## src/rtl/parking_gate_ctrl.sv

```systemverilog
`default_nettype none
// ============================================================================
// Module   : parking_gate_ctrl
// Purpose  : Single-lane parking entry controller. It checks a strobed keypad
//            PIN with a retry limit and a PIN-entry timeout, drives the gate
//            and alarm outputs, and tracks lot occupancy against a capacity.
// Revision : 1.0 - parametrised successor with strobed PIN and occupancy
// ============================================================================
module parking_gate_ctrl #(
    parameter int PIN_W       = 8,
    parameter int PIN_VALUE   = 72,
    parameter int MAX_TRIES   = 3,
    parameter int TIMEOUT_CYC = 1024,
    parameter int CAPACITY    = 16
) (
    input  logic                            clock,
    input  logic                            reset,
    input  logic                            senr_e,
    input  logic                            senr_x,
    input  logic                            car_exit,
    input  logic [PIN_W-1:0]                pin,
    input  logic                            pin_vld,
    output logic                            gate_o,
    output logic                            gate_cls,
    output logic                            alm_pin,
    output logic                            alm_blkg,
    output logic                            full,
    output logic [$clog2(CAPACITY+1)-1:0]   occupancy,
    output logic [2:0]                      fail_cnt
);

    localparam int c_occ_w = $clog2(CAPACITY + 1);
    localparam int c_tmo_w = $clog2(TIMEOUT_CYC);

    // PIN_VALUE is truncated to the keypad width before comparison
    localparam logic [PIN_W-1:0]   c_pin       = PIN_W'(PIN_VALUE);
    localparam logic [2:0]         c_max_tries = 3'(MAX_TRIES);
    localparam logic [c_occ_w-1:0] c_capacity  = c_occ_w'(CAPACITY);
    localparam logic [c_tmo_w-1:0] c_tmo_last  = c_tmo_w'(TIMEOUT_CYC - 1);

    // One-hot state encoding
    localparam logic [5:0] c_st_idle  = 6'b000001;
    localparam logic [5:0] c_st_wait  = 6'b000010;
    localparam logic [5:0] c_st_open  = 6'b000100;
    localparam logic [5:0] c_st_close = 6'b001000;
    localparam logic [5:0] c_st_alarm = 6'b010000;
    localparam logic [5:0] c_st_block = 6'b100000;

    logic [5:0]         r_state;
    logic [5:0]         w_state_nxt;
    logic [c_tmo_w-1:0] r_tmo;
    logic [2:0]         r_fail;
    logic [c_occ_w-1:0] r_occ;

    logic               w_pin_ok;
    logic               w_pin_bad;
    logic [2:0]         w_fail_inc;
    logic               w_full;
    logic               w_occ_inc;

    assign w_pin_ok   = pin_vld && (pin == c_pin);
    assign w_pin_bad  = pin_vld && (pin != c_pin);
    assign w_fail_inc = r_fail + 3'd1;
    assign w_full     = (r_occ == c_capacity);
    // A vehicle counts as parked only when it clears the gate cleanly
    assign w_occ_inc  = (r_state == c_st_open) && senr_x && !senr_e;

    // State register
    always_ff @(posedge clock) begin
        if (reset) begin
            r_state <= c_st_idle;
        end else begin
            r_state <= w_state_nxt;
        end
    end

    // Next-state decode; a PIN strobe outranks the timeout in WAIT_PIN
    always_comb begin
        w_state_nxt = r_state;
        case (r_state)
            c_st_idle: begin
                if (senr_e && !w_full) begin
                    w_state_nxt = c_st_wait;
                end
            end
            c_st_wait: begin
                if (w_pin_ok) begin
                    w_state_nxt = c_st_open;
                end else if (w_pin_bad) begin
                    if (w_fail_inc == c_max_tries) begin
                        w_state_nxt = c_st_alarm;
                    end
                end else if (r_tmo == c_tmo_last) begin
                    w_state_nxt = c_st_idle;
                end
            end
            c_st_alarm: begin
                if (w_pin_ok) begin
                    w_state_nxt = c_st_open;
                end
            end
            c_st_open: begin
                if (senr_e && senr_x) begin
                    w_state_nxt = c_st_block;
                end else if (senr_x) begin
                    w_state_nxt = c_st_close;
                end
            end
            c_st_block: begin
                if (w_pin_ok) begin
                    w_state_nxt = c_st_close;
                end
            end
            c_st_close: begin
                w_state_nxt = c_st_idle;
            end
            default: begin
                w_state_nxt = c_st_idle;
            end
        endcase
    end

    // Moore output decode straight from the state register
    always_comb begin
        gate_o   = (r_state == c_st_open) || (r_state == c_st_block);
        gate_cls = (r_state == c_st_close);
        alm_pin  = (r_state == c_st_alarm);
        alm_blkg = (r_state == c_st_block);
    end

    // Silent-cycle counter: only runs in WAIT_PIN, restarted by any strobe
    always_ff @(posedge clock) begin
        if (reset) begin
            r_tmo <= '0;
        end else if ((r_state != c_st_wait) || pin_vld) begin
            r_tmo <= '0;
        end else begin
            r_tmo <= r_tmo + 1'b1;
        end
    end

    // Consecutive wrong-PIN counter; parks at MAX_TRIES while in PIN_ALARM
    always_ff @(posedge clock) begin
        if (reset) begin
            r_fail <= 3'd0;
        end else if (((r_state == c_st_wait) || (r_state == c_st_alarm)) && w_pin_ok) begin
            r_fail <= 3'd0;
        end else if ((r_state == c_st_wait) && w_pin_bad) begin
            r_fail <= w_fail_inc;
        end
    end

    // Occupancy: entry and exit in the same cycle cancel out
    always_ff @(posedge clock) begin
        if (reset) begin
            r_occ <= '0;
        end else if (w_occ_inc && car_exit) begin
            r_occ <= r_occ;
        end else if (w_occ_inc && (r_occ != c_capacity)) begin
            r_occ <= r_occ + 1'b1;
        end else if (car_exit && (r_occ != '0)) begin
            r_occ <= r_occ - 1'b1;
        end
    end

    assign full      = w_full;
    assign occupancy = r_occ;
    assign fail_cnt  = r_fail;

endmodule
`default_nettype wire
```

## config.mk

```make
export PLATFORM = sky130hd
export DESIGN_NAME = parking_gate_ctrl
export DESIGN_NICKNAME = d
export VERILOG_FILES = /design/src/rtl/parking_gate_ctrl.sv
export SDC_FILE = /design/constraint.sdc
export NUM_CORES = 1
export LEC_CHECK = 0
export BUFFER_PORTS_ARGS = -buffer_cell sky130_fd_sc_hd__buf_2
export CAP_MARGIN = 10
export CORE_AREA = 3 3 57 59
export CTS_CLUSTER_DIAMETER = 80
export DETAILED_ROUTE_END_ITERATION = 7
export DIE_AREA = 0 0 60 62
export HOLD_SLACK_MARGIN = 0.1
export PLACE_DENSITY = 0.74
export SETUP_SLACK_MARGIN = 0.02
export SYNTH_ARGS = -nofsm -noshare
export SYNTH_HDL_FRONTEND = slang
export SYNTH_SLANG_ARGS = --single-unit
```

## constraint.sdc

```tcl
create_clock -name clock -period 2.9 [get_ports clock]
set_clock_uncertainty 0.05 [all_clocks]
set_input_delay 0.29 -clock clock [delete_from_list [all_inputs] [get_ports clock]]
set_output_delay 0.29 -clock clock [all_outputs]
set_load 0.02 [all_outputs]
```

== Word-level counts from Yosys, hierarchy flattened ==
Index checks and enable logic that the tools add are counted.

* Register bits after elaboration: 24
* Bits of input ports: 14
* Output and inout port bits: 13

* Add/subtract/negate cells: 4
* Equal/unequal tests: 19
* Muxes and demuxes: 12
* Bitwise operators: 1
* Reduce and logical (&&, ||, !) cells: 22

{| class="wikitable"
|+ Operators with widths
! cell !! count
|-
| 6-bit two-way mux || 9
|-
| 6-bit one-hot mux with 5 select lines || 1
|-
| 1-bit logical AND || 11
|-
| 10-bit by 1-bit adder with 10-bit output (second input constant) || 1
|-
| 10-bit equality test (second input constant) || 1
|-
| 5-bit two-way mux || 2
|-
| 8-bit by 7-bit equality test with 1-bit output (second input constant) || 1
|-
| 4-bit != test (second input constant) || 2
|-
| 8-bit by 7-bit != test with 1-bit output (second input constant) || 1
|-
| 6-bit by 1-bit equality test with 1-bit output (second input constant) || 1
|-
| 6-bit by 2-bit equality test with 1-bit output (second input constant) || 1
|-
| 6-bit by 3-bit equality test with 1-bit output (second input constant) || 1
|-
| 6-bit by 4-bit equality test with 1-bit output (second input constant) || 1
|-
| 6-bit by 5-bit equality test with 1-bit output (second input constant) || 1
|-
| 6-bit equality test (second input constant) || 1
|-
| 6-bit by 2-bit != test with 1-bit output (second input constant) || 1
|-
| 6-bit AND reduction || 1
|-
| 5-bit by 1-bit adder with 5-bit output (second input constant) || 1
|-
| 5-bit equality test (second input constant) || 1
|-
| 5-bit != test (second input constant) || 1
|-
| 5-bit nonzero test || 1
|-
| 5-bit by 1-bit subtractor with 5-bit output (second input constant) || 1
|-
| 2-bit by 1-bit != test with 1-bit output (second input constant) || 2
|-
| 2-bit OR reduction || 2
|-
| 9 further kinds || 12
|}

== Depth between registers and ports, before layout ==
* Depth in word-level cells: 6
* Depth in mapped cells: 9
* Gate-level depth less buffers: 9

== Worst setup path after synthesis ==
No wires, ideal clock.

* Path kind: flip-flop to flip-flop
* Start: register r_state[0]
* End: register r_occ[4] (netlist: occupancy[4])
* Setup time: 71 ps
* Data arrival time: 2569 ps
* Data required time: 2779 ps
* Path slack: 210 ps
* Cell stages (with the launch flop): 10
* Period minus slack after synthesis: 2690 ps
* Cells stage by stage: dfxtp_1 -> or4_4 -> a2111oi_4 -> inv_1 -> fa_1 -> a21o_1 -> a21oi_1 -> xnor2_1 -> or3_1 -> a21oi_1

* Word-level cells in the longest chain between the ends: 6
* Elaborated cells on any way between the ends: 9
* Those cells by class: eq/ne (1); mux (1); bitwise (1); reduce/logical (6)

{| class="wikitable"
|+ Ends and longest elaborated chain
! element !! line !! RTL
|-
| start: declaration || 49 || <nowiki>logic [5:0] r_state;</nowiki>
|-
| start signal: assignment || 71 || <nowiki>r_state <= c_st_idle;</nowiki>
|-
| start signal: assignment || 73 || <nowiki>r_state <= w_state_nxt;</nowiki>
|-
| 6-bit by 3-bit equality test with 1-bit output * || 66 || <nowiki>assign w_occ_inc = (r_state == c_st_open) && senr_x && !senr_e;</nowiki>
|-
| 1-bit logical AND * (2 in a row) || 66 ||
|-
| 1-bit logical AND, on equally long branches || 159, 157 ||
|-
| 2-bit nonzero test (no line) or 1-bit NOT (tied branches) || n/a ||
|-
| 2-bit AND reduction (no line) || n/a ||
|-
| end signal: assignment || 158 || <nowiki>r_occ <= r_occ;</nowiki>
|-
| end signal: assignment || 160 || <nowiki>r_occ <= r_occ + 1'b1;</nowiki>
|-
| end signal: assignment || 162 || <nowiki>r_occ <= r_occ - 1'b1;</nowiki>
|-
| end: declaration || 53 || <nowiki>logic [c_occ_w-1:0] r_occ;</nowiki>
|}

Mark *: on every way between the ends. The rest lies on a longest branch, timed or not.
A chain may end at the register's enable or synchronous reset.

== Worst setup path after layout ==
Ends and elaborated chain as after synthesis.

==> impl_results.md <==
* CTS tree: done
* Top_reg_cell synth: dfxtp_1
* Total area of sequential cells at approximately 480 um2
* Drc violations at 0
* Worst Path Required at 3.11 ns
* Antenna violation net count after detailed routing at 0
* Crit Path Max Fanout at 5
* Number of distinct library cells after synthesis at 38
* Post-Syn Nets at about 180
* Worst Hold Path EP: occupancy[2]$_SDFFE_PP0P_
* Synthesis Warnings at 0
* Row cnt at 19
* Pwr/cell area at just over 800 mW/mm2
* Setup-failing EPs final at 0
* Placement Setup Slack at just over 0.01 ns
* Worst hold path type: primary input to flop
* Filler cell count at between 200 and 300
* Share of async-settable or async-resettable flops after synthesis at 0%
* Cell Chain, Critical Path: or4_4 > a2111oi_4 > inv_2 > fa_1 > a21o_1 > a21oi_2 > xnor2_1 > or3_1 > a21oi_1
* Starting Density at between 40% and 50%
* CTS clk-pin slew, worst paths at roughly 0.14 ns
* Status: finished, final reports clean
* Slew HR at 67.7%
* Clk sinks at 24
* Reg2reg end: occupancy[4]$_SDFFE_PP0P_
* Area of the multi-input gates at about 810 um2
* Worst setup EP type: flop
* Average vias per placed instance at roughly 5.4
* CTS HTree Levels at 1
* Grt ovf at 0
* DR pass1 iterations at 4
* Share of layout cells above drive strength 1 at a little over a fifth
* Post-Syn Area per Cell at about 8.6 um2
* R2R depth at 9
* Cell count after placement at 211
* Total negative slack at 0 ns
* Hold-fix buffers, CTS at 0
* Skew-Pair Late Insertion Delay at roughly 0.33 ns
* Core footprint at 0.00276 mm2
* GRT Total Usage at around 16%
* Worst-Margin Slew at about 0.48 ns
* Drt first-iter violations at 22
* Dpl hpwl at 2170 um
* Largest net degree at the start of global routing at 15
* Die width at around 60 um
* Fmax at 0.369 GHz
* Hold Crit Start: reset
* Number of flops mapped to enable cells by yosys at 0
* # diodes at 0
* Synth Cell Area at ~0.0013 mm2
* Mapped Cells at roughly 150
* Critical path class: flop to flop
* Pins Over Slew Limit at 0
* Final Hold Vio Count at 0
* Crit-path max cell delay at roughly 0.58 ns
* Maxcap violations at 0
* Reg2reg setup slack at 0.19 ns
* Worst R2R Start: r_state[0]$_SDFFE_PP1P_
* CTS buffer count at 3
* Crit share post-route at between 90 and 100%
* Yosys reg bits at 24
* Clock Tree Buf Depth at 2
* Gpl congestion at around 0.8
* Initial antenna violation count at 0
* Die Ht at around 62 um
* RSZ-0062 raised after global routing: no
* Vias in the first global route at about 1100
* Root Driver: clkbuf_4
* Drt total wl at ~2700 um
* Ports at 27
* Final-stage net count at 207
* Critical path startpoint category: flop
* Worst VDD drop at 0.757 mV
* Slowest cell on crit path: or4_4
* Fin cells at 216
* Via count at about 1200
* WL/cell at roughly 12 um
* Seq/Total Area, Yosys at about 36%
* Final WS setup at about 0.19 ns
* Port buffer count at 26
* Area Growth Syn to Fin at 17.8%
* Crit path arrival time at approximately 2.9 ns
* Clock period minus worst slack at approximately 2.7 ns
* Die footprint at approximately 0.0037 mm2
* Hold Path Depth at 2
* Static Leak at 0.661 nW
* First-pass GRT wire length at approximately 4500 um
[power by group]
| group | internal [mW] | leakage (nW) | switching (mW) |
|---|---|---|---|
| registers | 0.382 | 0.195 | 0.0663 |
| logic | 0.269 | 0.439 | 0.320 |
| clock network | 0.140 | 0.0279 | 0.107 |
[what timing repair did]
action / 4_1_cts / 5_1_grt
pin swaps: 0 / 1
resized for setup: 1 / 1
setup buffers: 0 / 1
setup endpoints to repair: 1 / 1
[metrics by stage]
| stage | hold WS [ns] | utilization (%) | cell area (um2) | total power [mW] |
|---|---|---|---|---|
| 2_1_floorplan | 0.380 | - | 1330 | 0.874 |
| 3_3_place_gp | 0.390 | 54.4 | 1500 | 0.998 |
| 3_5_place_dp | 0.406 | 54.4 | 1500 | 1.04 |
| 4_1_cts | 0.216 | 56.3 | 1550 | 1.29 |
| 5_1_grt | 0.230 | 56.7 | 1560 | 1.38 |
| 6_report | 0.230 | 56.7 | 1560 | 1.28 |
[how the worst max path moves through the flow]
stage | start | to | slack (ns) | cells past startpoint
2_1_floorplan | r_state[0]$_SDFFE_PP1P_ | occupancy[4]$_SDFFE_PP0P_ | 0.21 | 9
3_3_place_gp | r_state[0]$_SDFFE_PP1P_ | occupancy[4]$_SDFFE_PP0P_ | 0.14 | 9
3_5_place_dp | r_state[0]$_SDFFE_PP1P_ | occupancy[4]$_SDFFE_PP0P_ | 0.01 | 9
4_1_cts | r_state[0]$_SDFFE_PP1P_ | occupancy[4]$_SDFFE_PP0P_ | 0.03 | 9
5_1_grt | r_state[0]$_SDFFE_PP1P_ | occupancy[4]$_SDFFE_PP0P_ | 0.05 | 9
6_report | r_state[0]$_SDFFE_PP1P_ | occupancy[4]$_SDFFE_PP0P_ | 0.19 | 9
[worst max-delay path: cells and delay by family (launching register included)]
kind | cells | cell delay, ns
DFF | 1 | 0.35
and+or+nand+nor | 2 | 0.88
adders and majority gates | 1 | 0.42
AOI/OAI and AO/OA | 4 | 0.76
buffers and inverters | 1 | 0.11
xor gates and xnor gates | 1 | 0.08
[layout by cell type, fill, tap and decap left out, types with 3 or more instances in the layout]
master     n
nor2_1    27
buf_2     26
dfxtp_1   24
nand2_1   11
xnor2_1   11
inv_1      8
a21oi_1    7
nand3_1    6
ha_1       6
nor3_1     5
xor2_1     5
mux2i_1    4
or4_1      3
nor3b_1    3
nand2b_1   3
clkbuf_4   3
[layout make-up]
cell class / count / share of cell area [%]
multi-input cells: 120 / 52.0
flip-flops and latches: 24 / 30.7
repair buffers: 28 / 9.29
well taps: 31 / 2.48
inverters: 9 / 2.16
clock inverters: 1 / 1.92
clock buffers: 3 / 1.44
[per-layer routing]
| layer | part of all wire, % | GRT usage (%) |
|---|---|---|
| met5 | 0 | 0 |
| met4 | 1.6 | 6.65 |
| met3 | 4.3 | 2.48 |
| met2 | 50 | 29.2 |
| met1 | 44 | 18.6 |
[flip-flops by register name, indices dropped and copies added, names as in the netlist]
name / count
occupancy: 5
fail_cnt: 3
r_state: 6
r_tmo: 10
[synthesized netlist by cell type, types with 3 or more instances]
master	n	area share [%]
nor2_1	27	7.6
mux2i_1	4	3.0
xnor2_1	11	7.3
xor2_1	5	3.3
nand3_1	6	2.3
dfxtp_1	24	36
inv_1	9	2.5
nor3_1	5	1.9
nand2_1	11	3.1
nand2b_1	3	1.4
a21oi_1	8	3.0
or4_1	3	1.7
ha_1	6	5.7
nor3b_1	3	1.7
[kinds of logic after synthesis]
logic type / synth area share [%]
simple gates: 27.9
mux: 4.91
xor+xnor: 10.6
compound gates: 10.4
flops: 36.2
fa+ha+maj: 7.17
buf+inv: 2.83
(Power assumes the default switching activity.)
